--- src/rtl/mem_copy_pkg.sv ---
// mem_copy_pkg: shared state encoding and width defaults for mem_copy_engine.
package mem_copy_pkg;

  localparam int DATA_W_DEFAULT = 16;
  localparam int ADDR_W_DEFAULT = 16;

  // VRD/VCHK are only reachable when the engine is built with MEM_VERIFY_EN.
  typedef enum logic [2:0] {
    IDLE,
    RD,
    WR,
    VRD,
    VCHK,
    DONE
  } state_t;

endpackage

--- src/rtl/mem_copy_engine.sv ---
// mem_copy_engine: bus initiator that copies a block of LEN words from SRC to
// DST on the single-port data memory, one read cycle then one write cycle per
// word, ascending addresses, wrapping modulo 2**ADDR_W.
// Build option MEM_VERIFY_EN: each written word is read back and compared;
// a mismatch sets the sticky error flag and aborts the copy.
module mem_copy_engine
  import mem_copy_pkg::*;
#(
  parameter int DATA_W = DATA_W_DEFAULT,
  parameter int ADDR_W = ADDR_W_DEFAULT
) (
  input  logic              clock,
  input  logic              reset,
  input  logic              start,
  input  logic [ADDR_W-1:0] src_addr,
  input  logic [ADDR_W-1:0] dst_addr,
  input  logic [ADDR_W-1:0] len,
  output logic              busy,
  output logic              done,
  output logic [ADDR_W-1:0] words_done,
  output logic              error,
  output logic              mem_we,
  output logic [ADDR_W-1:0] mem_addr,
  output logic [DATA_W-1:0] mem_wdata,
  input  logic [DATA_W-1:0] mem_rdata
);

  state_t            state;
  logic [ADDR_W-1:0] src_q;
  logic [ADDR_W-1:0] dst_q;
  logic [ADDR_W-1:0] len_q;
  logic [ADDR_W-1:0] words_next;
`ifdef MEM_VERIFY_EN
  logic [DATA_W-1:0] vbuf;
`endif

  assign words_next = words_done + ADDR_W'(1);

  // The read word arrives on the same edge that opens the WR cycle, so it is
  // forwarded straight onto the bus; outside WR the write data is parked at 0.
  assign mem_wdata = mem_we ? mem_rdata : '0;

`ifndef MEM_VERIFY_EN
  assign error = 1'b0;
`endif

  // Copy sequencer: bus outputs are registered on entry to the state that
  // presents them.
  // NOTE: all state here uses non-blocking assignments so every register
  // samples the pre-edge values, independent of statement order.
  always_ff @(posedge clock or posedge reset) begin
    if (reset) begin
      state      <= IDLE;
      busy       <= 1'b0;
      done       <= 1'b0;
      words_done <= '0;
      mem_we     <= 1'b0;
      mem_addr   <= '0;
      src_q      <= '0;
      dst_q      <= '0;
      len_q      <= '0;
`ifdef MEM_VERIFY_EN
      vbuf       <= '0;
      error      <= 1'b0;
`endif
    end else begin
      case (state)
        IDLE: begin
          done <= 1'b0;
          if (start) begin
            src_q      <= src_addr;
            dst_q      <= dst_addr;
            len_q      <= len;
            words_done <= '0;
            busy       <= 1'b1;
`ifdef MEM_VERIFY_EN
            error      <= 1'b0;
`endif
            if (len == '0) begin
              // Zero-length copy: no bus cycle, one busy cycle in DONE first.
              state <= DONE;
            end else begin
              state    <= RD;
              mem_addr <= src_addr;
              mem_we   <= 1'b0;
            end
          end
        end

        RD: begin
          state    <= WR;
          mem_addr <= dst_q;
          mem_we   <= 1'b1;
        end

        WR: begin
          src_q      <= src_q + ADDR_W'(1);
          dst_q      <= dst_q + ADDR_W'(1);
          words_done <= words_next;
          mem_we     <= 1'b0;
`ifdef MEM_VERIFY_EN
          // Keep the word just written and read the same location back.
          vbuf     <= mem_rdata;
          state    <= VRD;
          mem_addr <= dst_q;
`else
          if (words_next == len_q) begin
            state <= DONE;
            done  <= 1'b1;
            busy  <= 1'b0;
          end else begin
            state    <= RD;
            mem_addr <= src_q + ADDR_W'(1);
          end
`endif
        end

`ifdef MEM_VERIFY_EN
        VRD: begin
          state <= VCHK;
        end

        VCHK: begin
          if (mem_rdata != vbuf) begin
            error <= 1'b1;
            state <= DONE;
            done  <= 1'b1;
            busy  <= 1'b0;
          end else if (words_done == len_q) begin
            state <= DONE;
            done  <= 1'b1;
            busy  <= 1'b0;
          end else begin
            state    <= RD;
            mem_addr <= src_q;
          end
        end
`endif

        DONE: begin
          // Entered with busy still set only by a zero-length copy; that case
          // raises its done pulse one cycle later than the others.
          if (busy) begin
            done <= 1'b1;
            busy <= 1'b0;
          end else begin
            done  <= 1'b0;
            state <= IDLE;
          end
        end

        default: begin
          state  <= IDLE;
          busy   <= 1'b0;
          done   <= 1'b0;
          mem_we <= 1'b0;
        end
      endcase
    end
  end

endmodule

--- config.mk ---
export PLATFORM = sky130hd
export DESIGN_NAME = mem_copy_engine
export DESIGN_NICKNAME = d
export VERILOG_FILES = /design/src/rtl/mem_copy_pkg.sv /design/src/rtl/mem_copy_engine.sv
export SDC_FILE = /design/constraint.sdc
export NUM_CORES = 1
export LEC_CHECK = 0
export ABC_AREA = 0
export BUFFER_PORTS_ARGS = -buffer_cell sky130_fd_sc_hd__buf_2
export CAP_MARGIN = 30
export CORE_ASPECT_RATIO = 0.75
export CORE_UTILIZATION = 40
export CTS_BUF_LIST = sky130_fd_sc_hd__clkbuf_16
export DETAILED_ROUTE_END_ITERATION = 10
export MAX_ROUTING_LAYER = met4
export PLACE_DENSITY_LB_ADDON = 0.1
export SETUP_SLACK_MARGIN = 0.5
export SLEW_MARGIN = 20
export SYNTH_ARGS = -nofsm -noshare
export SYNTH_HDL_FRONTEND = slang
export SYNTH_SLANG_ARGS = --single-unit
--- constraint.sdc ---
create_clock -name clock -period 3.35 [get_ports clock]
set_clock_uncertainty 0.2 [all_clocks]
set_input_delay 0.1675 -clock clock [delete_from_list [all_inputs] [get_ports clock]]
set_output_delay 0.1675 -clock clock [all_outputs]
set_load 0.01 [all_outputs]
Yosys cells after proc, flatten, opt, wreduce, memory -nomap -nowiden
Index checks and enable logic that the tools add are counted.
Widths: inputs -> output; s select.
- word-level logic and storage cells: 59
- input port bits: 67
- flip-flop bits (word level): 86
- equal/unequal tests: 9
- reductions and logical operators: 11
- multiplexer cells: 25
- $add $sub $neg: 3
- bitwise gates (word level): 2
- operators by type and width (kind ; count):
    $mux 16 ; 7
    $pmux 16 s2 ; 3
    $add 16x1->16 const B ; 3
    $pmux 16 s3 ; 1
    $eq 16x16->1 ; 1
    $logic_not 16->1 ; 1
    $mux 3 ; 4
    $pmux 3 s4 ; 1
    $ne 2x2->1 const B ; 5
    $pmux 1 s3 ; 3
    $reduce_and 2->1 ; 4
    $mux 1 ; 6
    $reduce_and 3->1 ; 2
    $reduce_and 4->1 ; 1
    $eq 3x1->1 const B ; 1
    $eq 3x2->1 const B ; 1
    $eq 3x3->1 const B ; 1
    $logic_not 3->1 ; 1
    $reduce_bool 3->1 ; 1
    $not 1->1 ; 2
    $reduce_bool 2->1 ; 1

Longest topological paths before layout
Gate-level depths: netlist of the first run.
- depth after elaboration: 4
- gate-level depth with buffers: 10
- depth with buffers taken out: 9

Worst setup path after synthesis of the first run
No wires, ideal clock.
- path type: register to register
- start point: reg words_done[0]
- end point: reg mem_addr[10]
- arrival: 2.590 ns
- slack: 0.435 ns
- buffers on the path: 1
- clock period less this slack: 2.915 ns
- cell stages (with the launch flop): 11
- path through: dfrtp_1 ha_1 nand4_2 or2_1 and4bb_2 nor2_2 nor4b_4 and4_4 o21ai_4 buf_6 mux2_4
- longest elaborated chain between the ends: 4
- RTL lines (what ; RTL line ; text):
    start: declaration ; mem_copy_engine.sv:20 ; output logic [ADDR_W-1:0] words_done,
    start signal: assignment ; mem_copy_engine.sv:99 ; words_done <= words_next;
    $add 16x1->16 ; mem_copy_engine.sv:37 ; assign words_next = words_done + ADDR_W'(1);
    $eq 16x16->1 ; mem_copy_engine.sv:107 ; if (words_next == len_q) begin
    $ne 2x2->1 (no line) ; - ;
    $reduce_and 4->1 (no line) ; - ;
    end signal: assignment ; mem_copy_engine.sv:84 ; mem_addr <= src_addr;
    end signal: assignment ; mem_copy_engine.sv:92 ; mem_addr <= dst_q;
    end signal: assignment ; mem_copy_engine.sv:113 ; mem_addr <= src_q + ADDR_W'(1);
    end: declaration ; mem_copy_engine.sv:23 ; output logic [ADDR_W-1:0] mem_addr,
Every way passes these cells.
A chain may end at the register's enable or synchronous reset.

Worst setup path after layout of the first run
- start point: reg words_done[1]
- end point: reg mem_addr[7]
Same word-level chain as after synthesis.

==> run_results.csv, run 1 <==
group,metric,value,unit
status,status,"complete, no violations",
grt,grt_pass1_wl,24700,µm
min_path,hold_depth,4,
critical_path,end_kind,"flip-flop",
grt,grtUsageMet2,36.0,%
timing,rsz0062_at_grt,"true",
yosys,synth_async_sr_flop_share,100,%
yosys,netlist_top_cells_area,"dfrtp_1, nand2_1, o21ai_0, nor2_1, xnor2_1",
die,core,0.0124,mm²
placed_design,gp_congestion,0.853,
yosys,synth_cells,602,
grt,antenna_found_initial,0,
layout,syn2layout_area_growth,33.0,%
die,boundaryPins,119,
grt,gr-usage-met1,35.0,%
drt,wirelength,15700,µm
timing,drv_slew,0,
clock_tree,cts-htree-levels,3,
timing,fmax,0.358,GHz
timing,period_minus_slack,2.79,ns
layout,diodes,0,
critical_path,reg2regPathDepth,10,
drt,drtAntennaViolNets,0,
timing,fin_crit_sh,83.4,%
timing,setup_tns,0,ns
yosys,post-synth-top-area-cell,"dfrtp_1",
yosys,ys.warnings.count,0,
die,die_width,133,µm
job,drv_cap,0,
layout,multiInputGateArea,0.00288,mm²
clock_tree,cts_made_buffers,9,
placed_design,io_buffers,117,
layout,fillers,1169,
timing,hold_viol_final,0,
yosys,synth_nets,672,
grt,grt_max_degree,50,
critical_path,timing.critical_path.max_delay_family,"simple AND/OR/NAND/NOR gates",
timing,worstMarginPinSlew,0.650,ns
min_path,whs_endpoint,"mem_we$_DFFE_PP0P_",
drt,post_drt_wl_per_cell,16.8,µm
clock_tree,cts.clk_slew.worst_paths,0.06,ns
yosys,ys.flop_type,"dfrtp_1",
yosys,syn-cell-area,0.00515,mm²
critical_path,setup.worst_path.class,"flip-flop to flip-flop",
min_path,min-delay-start,"start",
yosys,ys_ff_latch,86,
clock_tree,clk_latency,0.34,ns
critical_path,worstPathRequired,3.38,ns
timing,setup_violations,0,
critical_path,cp_slowest_cell,"dfrtp_2",
clock_tree,cts_tree,"done",
clock_tree,cts-root-buf,"clkbuf_16",
yosys,yosysMostFrequentCell,"nand2_1",
layout,seqCellArea,0.00217,mm²
placed_design,dpl.cell_count,862,
min_path,hp-class,"input pin to flip-flop",
layout,nets,831,
yosys,synth_cell_types,62,
power_and_ir_drop,power.density,838,mW/mm²
critical_path,critPathMaxFanout,16,
timing,slew_headroom,56.3,%
drt,num_vias,5046,
yosys,yosys-top-cells-count,"nand2_1, dfrtp_1, nor2_1, o21ai_0, nand3_1",
power_and_ir_drop,leakage,3.08,nW
clock_tree,cts_max_path_buffers,2,
critical_path,path_buf_inv,1,
die,die_area,0.0133,mm²
layout,drive_gt1_share,26.4,%
critical_path,reg2reg_from,"words_done[1]$_DFFE_PP0P_",
power_and_ir_drop,vdd_drop_max,0.318,mV
critical_path,cp_data_arrival_time,2.82,ns
placed_design,hpwl,10800,µm
drt,drc,0,
die,initial_core_util,41.4,%
critical_path,critPathLaunchType,"flip-flop",
drt,drt_iter0_drc,299,
clock_tree,clock-sinks,86,
yosys,synth_top_area_share,41.8,%
layout,fin_cells,931,
critical_path,cp_cell_sequence,"ha_4 -> nand4_4 -> or2_1 -> and4bb_2 -> nor2_2 -> nor4b_4 -> and4_4 -> o21ai_4 -> buf_12 -> mux2_4",
grt,grt_util_met3,5.35,%
grt,grt_pass1_vias,4613,
drt,via_per_inst,5.42,
critical_path,reg2reg_setup_slack,0.56,ns
grt,overflow,0,
drt,firstDrtPassIters,5,
yosys,ys_seq_area_share,41.8,%
grt,top_usage_layer,"met2",
yosys,syn_area_per_cell,8.56,µm²
yosys,synth_edf_count,0,
grt,grtUsageTotal,24.7,%
die,fp.dieH,100,µm
critical_path,cp_slowest_stage_delay,0.42,ns
die,rows,35,
critical_path,r2r-end,"mem_addr[7]$_DFFE_PP0P_",
-- power by group --
part	switching (W)	internal (W)	leakage (nW)	total, W
sequential	0.000503	0.00146	1.01	0.00197
clock	0.000429	0.000725	0.160	0.00115
combinational	0.00141	0.00121	1.91	0.00262
-- how the worst max path moves through the flow --
stage                                    from                       end  cells past startpoint
global route        words_done[1]$_DFFE_PP0P_  mem_addr[10]$_DFFE_PP0P_                     10
global placement    words_done[0]$_DFFE_PP0P_   mem_addr[9]$_DFFE_PP0P_                     10
CTS                 words_done[1]$_DFFE_PP0P_  mem_addr[11]$_DFFE_PP0P_                     10
detailed placement  words_done[0]$_DFFE_PP0P_   mem_addr[8]$_DFFE_PP0P_                     10
finish              words_done[1]$_DFFE_PP0P_   mem_addr[7]$_DFFE_PP0P_                     10
floorplan           words_done[1]$_DFFE_PP0P_  mem_addr[10]$_DFFE_PP0P_                     10
-- cell type report --
class / instances / share of cell area, %
clock buffers: 9 / 3.28
clock inverters: 6 / 1.61
inverters: 11 / 0.620
multi-input cells: 469 / 42.0
flip-flops and latches: 86 / 31.6
well taps: 166 / 3.03
repair buffers: 184 / 17.8
-- flip-flops by register name, summed over array words and instances, names as in the netlist --
name / flops
src_q: 16
dst_q: 16
mem_we: 1
len_q: 16
words_done: 16
mem_addr: 16
state: 3
done: 1
busy: 1
-- per-stage QoR --
step / power, W / hold WS, ns / worst slack [ns] / utilization [%] / instance area, µm²
finish: 0.00574 / 0.0204 / 0.556 / 55.1 / 6860
global route: 0.00613 / 0.0585 / 0.456 / 55.1 / 6860
CTS: 0.00572 / 0.0102 / 0.510 / 54.4 / 6760
detailed placement: 0.00447 / 0.0374 / 0.311 / 47.4 / 5900
global placement: 0.00442 / 0.0357 / 0.389 / 47.4 / 5900
floorplan: 0.00366 / 0.0729 / 0.511 / - / 5160
-- metal layers --
layer  share of wire [%]  routed length [µm]
met1                  50                7900
met2                  43                6720
met3                 6.1                 957
met4                0.63                  98
met5                   0                   0
-- cells in the final DEF, fill, tap and decap left out, drive strengths merged, types with 3 or more instances in the layout --
master / n
o31ai: 6
nor4: 6
ha: 3
a22oi: 12
mux2i: 3
xor2: 11
dfrtp: 86
o221a: 4
nand4: 14
and3: 4
o211ai: 4
o22ai: 11
nand3: 33
nor3: 12
o21ai: 52
nor2: 62
a31oi: 3
a311oi: 5
and4: 3
a211oi: 3
nand2: 99
mux2: 17
dlygate4sd3: 49
clkbuf: 9
buf: 135
a21oi: 30
bufinv: 3
and2: 19
xnor2: 25
inv: 11
-- kinds of logic after synthesis --
kind of cell | after synthesis | synth area share, %
fa+ha+maj | 3 | 0.728
other cells | 1 | 0.0728
mux | 20 | 4.95
simple gates | 266 | 24.6
xor+xnor | 36 | 6.26
buf+inv | 47 | 3.93
compound gates | 143 | 17.7
flops | 86 | 41.8
-- timing repair --
action,CTS,global route
buffers inserted,3,2
gates resized for setup,5,19
endpoints found under the hold margin,77,0
pin swaps,1,5
hold buffers,49,0
setup endpoints to repair,16,16
-- worst register-to-register path, stage by stage (launching register included) --
cell      delay, ns
dfrtp_2        0.42
ha_4           0.19
nand4_4        0.14
or2_1          0.26
and4bb_2       0.31
nor2_2         0.05
nor4b_4        0.29
and4_4         0.28
o21ai_4        0.06
buf_12         0.18
mux2_4         0.31
Power figures use the tool's default switching activity.
==> run 2: changes to the inputs <==
--- a/config.mk
+++ b/config.mk
@@ -5,7 +5,7 @@
 export SDC_FILE = /design/constraint.sdc
 export NUM_CORES = 1
 export LEC_CHECK = 0
-export ABC_AREA = 0
+export ABC_AREA = 1
 export BUFFER_PORTS_ARGS = -buffer_cell sky130_fd_sc_hd__buf_2
 export CAP_MARGIN = 30
 export CORE_ASPECT_RATIO = 0.75
==> constraint.sdc (replaced) <==
create_clock -name clock -period 2.5 [get_ports clock]
set_clock_uncertainty 0.2 [all_clocks]
set_input_delay 0.125 -clock clock [delete_from_list [all_inputs] [get_ports clock]]
set_output_delay 0.125 -clock clock [all_outputs]
set_load 0.01 [all_outputs]
==> run 2 against run 1 <==
  * Fmax rose by 18%
  * Register-to-register slack worse by 0.43 ns
  * Global-route usage increased by 3.9 points
  * Synthesized area grew 1.7%
  * Final area increased by 19%
  * Sequential cell count did not move
  * Largest cell class unchanged
  * Non-clock buffer count is 57 higher
  * First-iteration DRC count increased by 57%
  * Count of clock-buffer cells in the layout did not move
==> run_results.csv, run 2 <==
group,metric,value,unit
timing,whs,0.0527,ns
layout,nets,1065,
critical_path,cpMostUsedCell,"nand2_2",
die,fp.dieH,101,µm
grt,grt_pass1_wl,28900,µm
placed_design,io_buffers,117,
critical_path,cp_cell_sequence,"ha_4 -> nand2_4 -> nor2_4 -> nand2_2 -> nand2_4 -> nand2_2 -> nand2_2 -> nor2_2 -> nand3_1 -> nor2_1 -> nand2_1 -> nor2_4 -> buf_12 -> nand3_4 -> nand3_1 -> nand2_1",
yosys,yosys-top-cells-count,"nand2_1, inv_1, dfrtp_1, nand3_1, nor2_1",
yosys,netlist_top_cells_area,"dfrtp_1, nand2_1, inv_1, nand3_1, o21ai_0",
layout,final_util,65.4,%
job,drv_cap,0,
yosys,ys_ff_latch,86,
grt,grt_pass1_vias,5730,
yosys,synth_top_area_share,41.1,%
layout,syn2layout_area_growth,56.2,%
power_and_ir_drop,combinationalPowerShare,59.1,%
yosys,synth_async_sr_flop_share,100,%
drt,drtAntennaViolNets,0,
yosys,post-synth-top-area-cell,"dfrtp_1",
critical_path,cp_slowest_cell,"dfrtp_2",
clock_tree,cts_tree,"done",
clock_tree,cts.clk_slew.worst_paths,0.07,ns
power_and_ir_drop,clockPowerShare,13.9,%
placed_design,gp_congestion,0.924,
clock_tree,clock-sinks,86,
timing,fmax,0.421,GHz
power_and_ir_drop,sw_frac_of_total,47.1,%
drt,firstDrtPassIters,5,
grt,grt_max_degree,40,
yosys,yosysMostFrequentCell,"nand2_1",
drt,via_per_inst,5.33,
clock_tree,cts-root-buf,"clkbuf_16",
timing,slew_headroom,49.3,%
die,die_width,134,µm
yosys,ys_seq_area_share,41.1,%
timing,drv_slew,0,
placed_design,dp_worst_setup_slack,-0.0987,ns
power_and_ir_drop,power.density,1210,mW/mm²
power_and_ir_drop,sequentialPowerShare,27.0,%
die,die_area,0.0136,mm²
layout,fillers,1098,
yosys,ys.flop_type,"dfrtp_1",
status,status,"complete, no violations",
min_path,hp-class,"input pin to flip-flop",
timing,worstMarginPinSlew,0.759,ns
timing,period_minus_slack,2.38,ns
die,boundaryPins,119,
yosys,synth_cell_types,40,
die,core,0.0125,mm²
critical_path,worstPathRequired,2.53,ns
drt,num_vias,6219,
grt,overflow,0,
grt,antenna_found_initial,0,
yosys,synth_cells,765,
timing,fin_crit_sh,95.1,%
layout,final_cell_area,0.00819,mm²
power_and_ir_drop,power.switching,0.00465,W
layout,drive_gt1_share,34.2,%
yosys,syn_area_per_cell,6.85,µm²
die,initial_core_util,41.8,%
layout,final_common_cell,"nand2_1",
drt,drt_iter0_drc,470,
placed_design,placed_area,0.00608,mm²
clock_tree,cts-htree-levels,3,
clock_tree,cts_max_path_buffers,2,
power_and_ir_drop,leakage,4.06,nW
power_and_ir_drop,cellInternalPower,0.00522,W
critical_path,critPathLaunchType,"flip-flop",
grt,grtUsageTotal,28.5,%
drt,post_drt_wl_per_cell,16.9,µm
timing,hold_viol_final,0,
placed_design,hpwl,12600,µm
timing,rsz0062_at_grt,"true",
yosys,syn-cell-area,0.00524,mm²
layout,layout_common_cells,"nand2_1, buf_2, inv_1",
clock_tree,cts_made_buffers,9,
drt,drc,0,
drt,wirelength,19800,µm
layout,diodes,0,
yosys,synth_edf_count,0,
critical_path,end_kind,"flip-flop",
critical_path,cp_slowest_stage_delay,0.46,ns
critical_path,critPathMaxFanout,9,
timing,setup_violations,0,
power_and_ir_drop,vdd_drop_max,0.569,mV
critical_path,cp_data_arrival_time,2.41,ns
timing,fin_ws,0.123,ns
die,rows,35,
clock_tree,clk_latency,0.35,ns
yosys,synth_nets,835,
critical_path,setup.worst_path.class,"flip-flop to flip-flop",
yosys,ys.warnings.count,0,
==> run 2: cell count changes after synthesis, moves of 7 or more <==
cell	previous run	this run
mux2_4	9	0
mux2_2	8	0
nand3_1	33	66
inv_1	11	92
a22oi_1	12	4
and2_1	19	1
o211ai_1	4	12
xnor2_1	24	1
nand2_1	99	256
a31oi_1	3	10
==> run 2: through the flow <==
step           TNS [ns]  power [W]  cells
2_1_floorplan         0    0.00510    765
3_3_place_gp          0    0.00631   1041
3_5_place_dp      -1.37    0.00640   1041
4_1_cts               0    0.00838   1137
5_1_grt         -0.0185     0.0105   1166
6_report              0    0.00987   1166
==> run 2: timing repair <==
| action | in CTS | in global routing |
|---|---|---|
| pin swaps | 23 | 39 |
| buffers inserted | 26 | 25 |
| hold buffers | 49 | 0 |
| gates cloned | 5 | 4 |
| gates resized for setup | 63 | 138 |
| endpoints found under the hold margin | 78 | 0 |
| endpoints found under the setup margin | 42 | 61 |
==> run 2: power by group through the flow <==
stage	clock network [W]	logic (W)	registers, W
global route	0.00143	0.00635	0.00275
global placement	0	0.00376	0.00255
floorplan	0	0.00264	0.00246
detailed placement	0	0.00385	0.00256
CTS	0.00138	0.00446	0.00254
finish	0.00137	0.00583	0.00267
==> run 2: worst max-delay path: cells and delay by family (launching register included) <==
family                   cells  cell delay (ns)
buffers and inverters        1             0.13
flip-flops                   1             0.46
AND/OR/NAND/NOR             14             1.28
adder cells (fa/ha/maj)      1             0.20
==> run 2: logic make-up (layout without fill, tap and decap cells) <==
logic type / count (synthesis) / in the layout / share of synthesized area [%]
AND/OR/NAND/NOR: 427 / 430 / 34.8
flip-flops: 86 / 86 / 41.1
buffers and inverters: 122 / 354 / 9.05
AO/OA/AOI/OAI: 120 / 120 / 13.3
other: 1 / 1 / 0.0716
adder cells (fa/ha/maj): 3 / 3 / 0.717
XOR/XNOR: 6 / 6 / 1.00
==> run 2: final timing paths <==
| check | start | end | slack [ns] | cells past startpoint |
|---|---|---|---|---|
| worst max-delay path | words_done[0]$_DFFE_PP0P_ | mem_addr[4]$_DFFE_PP0P_ | 0.12 | 16 |
| worst min-delay path | start | state[2]$_DFFE_PP0P_ | 0.05 | 7 |
| worst max register to register | words_done[0]$_DFFE_PP0P_ | mem_addr[4]$_DFFE_PP0P_ | 0.12 | 16 |
| worst min register to register | mem_addr[10]$_DFFE_PP0P_ | mem_addr[10]$_DFFE_PP0P_ | 0.27 | 2 |
| max in group asynchronous | reset | mem_addr[4]$_DFFE_PP0P_ | 1.05 | 4 |
| min in group asynchronous | reset | words_done[12]$_DFFE_PP0P_ | 0.25 | 3 |
==> run 2: routing by layer <==
layer	vias up	routed length, µm	global-route usage, %
met4	0	339	7.61
met5	-	0	-
met3	31	1810	5.83
met2	281	9040	43.4
li1	2946	-	-
met1	2961	8570	38.7
==> run 2: layout make-up <==
cell class | count | area, µm² | share of cell area (%)
clock inverter | 7 | 66.3 | 0.810
timing repair buffer | 241 | 1870 | 22.8
tap | 166 | 208 | 2.54
sequential | 86 | 2160 | 26.4
inverter | 95 | 367 | 4.48
clock buffer | 9 | 225 | 2.75
timing repair inverter | 2 | 15.0 | 0.183
multi-input combinational | 560 | 3280 | 40.1
==> run 3: changes to the inputs <==
--- a/config.mk
+++ b/config.mk
@@ -6,7 +6,7 @@
 export NUM_CORES = 1
 export LEC_CHECK = 0
 export ABC_AREA = 1
-export BUFFER_PORTS_ARGS = -buffer_cell sky130_fd_sc_hd__buf_2
+export BUFFER_PORTS_ARGS = -buffer_cell sky130_fd_sc_hd__clkbuf_2
 export CAP_MARGIN = 30
 export CORE_ASPECT_RATIO = 0.75
 export CORE_UTILIZATION = 40
==> run 3 against run 2 <==
  * Sequential cell count unchanged
  * Highest routed layer unchanged
  * Global-route usage up 0.39 points
  * Worst hold slack improved by 0.011 ns
  * Largest power group unchanged
  * Largest cell class unchanged
  * Sequential share of layout area rose by 0.35 points
==> run_results.csv, run 3 (synthesized netlist as in run 2, its figures left out) <==
group,metric,value,unit
clock_tree,cts-htree-levels,3,
power_and_ir_drop,combinationalPowerShare,57.7,%
power_and_ir_drop,sequentialPowerShare,27.8,%
layout,seqCellArea,0.00216,mm²
min_path,hold_depth,6,
critical_path,reg2reg_setup_slack,0.02,ns
critical_path,end_kind,"flip-flop",
layout,syn2layout_area_growth,54.1,%
drt,num_vias,6128,
layout,fin_cells,1164,
power_and_ir_drop,leakage,4.00,nW
clock_tree,cts_max_path_buffers,2,
power_and_ir_drop,sw_frac_of_total,47.4,%
clock_tree,clock-sinks,86,
power_and_ir_drop,cellInternalPower,0.00502,W
layout,layout_common_cells,"nand2_1, clkbuf_2, inv_1",
timing,rsz0062_at_grt,"true",
die,die_area,0.0136,mm²
layout,nets,1062,
min_path,hp-class,"input pin to flip-flop",
power_and_ir_drop,power,0.00955,W
die,rows,35,
timing,worstMarginPinSlew,0.517,ns
placed_design,dpl.cell_count,1039,
timing,period_minus_slack,2.48,ns
layout,final_common_cell,"nand2_1",
clock_tree,cts.clk_slew.worst_paths,0.07,ns
die,die_width,134,µm
layout,drive_gt1_share,33.1,%
min_path,whs_endpoint,"busy$_DFFE_PP0P_",
timing,slew_headroom,65.5,%
critical_path,critPathLaunchType,"flip-flop",
grt,grtUsageTotal,28.9,%
timing,setup_violations,0,
power_and_ir_drop,power.density,1180,mW/mm²
job,drv_cap,0,
power_and_ir_drop,clockPowerShare,14.4,%
critical_path,cp_data_arrival_time,2.51,ns
critical_path,setup.worst_path.class,"flip-flop to flip-flop",
power_and_ir_drop,power.switching,0.00453,W
die,boundaryPins,119,
timing,drv_slew,0,
grt,grt_pass1_vias,5767,
grt,grt_pass1_wl,29000,µm
critical_path,critPathMaxFanout,5,
placed_design,gp_congestion,0.920,
layout,fillers,1098,
critical_path,reg2reg_from,"words_done[1]$_DFFE_PP0P_",
clock_tree,clk_latency,0.34,ns
drt,drtAntennaViolNets,0,
drt,drc,0,
grt,grt_max_degree,54,
placed_design,io_buffers,117,
die,initial_core_util,41.8,%
clock_tree,cts-root-buf,"clkbuf_16",
die,fp.dieH,101,µm
drt,via_per_inst,5.26,
placed_design,hpwl,12500,µm
timing,hold_viol_final,0,
layout,multiInputGateArea,0.00321,mm²
critical_path,reg2regPathDepth,14,
min_path,min-delay-start,"start",
timing,whs,0.0634,ns
critical_path,worstPathRequired,2.53,ns
drt,post_drt_wl_per_cell,16.4,µm
timing,fin_crit_sh,99.0,%
drt,firstDrtPassIters,5,
timing,fmax,0.404,GHz
drt,wirelength,19000,µm
grt,antenna_found_initial,1,
clock_tree,cts_tree,"done",
power_and_ir_drop,vdd_drop_max,0.532,mV
status,status,"complete, no violations",
drt,drt_iter0_drc,540,
clock_tree,cts_made_buffers,9,
die,core,0.0125,mm²
critical_path,r2r-end,"mem_addr[14]$_DFFE_PP0P_",
grt,overflow,0,
timing,setup_tns,0,ns
run 3: cell count changes in the layout (fill, tap and decap cells not counted), moves of 4 or more:
cell,delta
nor2_1,+7
a21oi_1,+4
clkbuf_2,+117
nor2_4,-6
nand2_1,-7
buf_2,-117
nand2_2,+9
run 3: worst max path at each step:
stage | from | to | slack (ns) | cells after the start
after global routing | words_done[1]$_DFFE_PP0P_ | mem_addr[14]$_DFFE_PP0P_ | -0.08 | 14
after detailed placement | words_done[0]$_DFFE_PP0P_ | mem_addr[14]$_DFFE_PP0P_ | -0.11 | 13
final | words_done[1]$_DFFE_PP0P_ | mem_addr[14]$_DFFE_PP0P_ | 0.02 | 14
after floorplan | words_done[1]$_DFFE_PP0P_ | mem_addr[11]$_DFFE_PP0P_ | 0.31 | 16
after global placement | words_done[0]$_DFFE_PP0P_ | mem_addr[12]$_DFFE_PP0P_ | 0.02 | 13
after CTS | words_done[5]$_DFFE_PP0P_ | mem_addr[10]$_DFFE_PP0P_ | 0.15 | 13
run 3: metrics by stage:
stage               util [%]  instance area, µm²  setup slack [ns]
CTS                     59.5                7460             0.151
global placement        48.6                6090            0.0192
floorplan                  -                5260             0.308
global route            64.5                8070           -0.0806
finish                  64.5                8070            0.0249
detailed placement      48.6                6090            -0.114
run 3: cell type report:
class                   instances  share of cell area, %
multi-input cells             561                   39.7
flip-flops and latches         86                   26.7
repair buffers                237                   22.5
inverters                      95                   4.57
clock buffers                   9                   2.79
well taps                     166                   2.57
clock inverters                 7                  0.883
repair inverters                2                  0.186
diodes                          1                 0.0310
run 3: worst max-delay path, cell delays in order, from the launching register on:
cell     delay (ns)
dfrtp_1        0.43
ha_4           0.20
nand2_4        0.07
nor2_4         0.18
nand2_2        0.07
nand2_2        0.09
nor2_2         0.04
nor2_1         0.12
nand3_1        0.11
nor2_1         0.11
nand2_1        0.10
nor2_4         0.18
nand3_4        0.20
nand3_1        0.19
nand2_1        0.07
run 3: what timing repair did:
item                                   in CTS  in global routing
gates resized for setup                    73                103
pin swaps                                  37                 41
setup buffers                              27                 24
cloned                                      7                  1
endpoints found under the hold margin     126                  0
hold buffers                               49                  0
setup endpoints to repair                  57                 76
run 3: layer usage:
metal	part of all wire, %	up-vias	GRT usage (%)	wire [µm]
met1	44	2880	39.7	8440
met2	45	275	43.9	8520
met5	0	-	-	0
met4	1.8	0	6.66	340
li1	-	2948	-	-
met3	9.1	25	5.88	1740
run 3: power groups by stage:
stage	sequential [W]	combinational [W]	clock, W
floorplan	0.00246	0.00264	0
global placement	0.00256	0.00380	0
detailed placement	0.00257	0.00389	0
CTS	0.00257	0.00462	0.00139
global route	0.00274	0.00601	0.00146
finish	0.00266	0.00551	0.00138
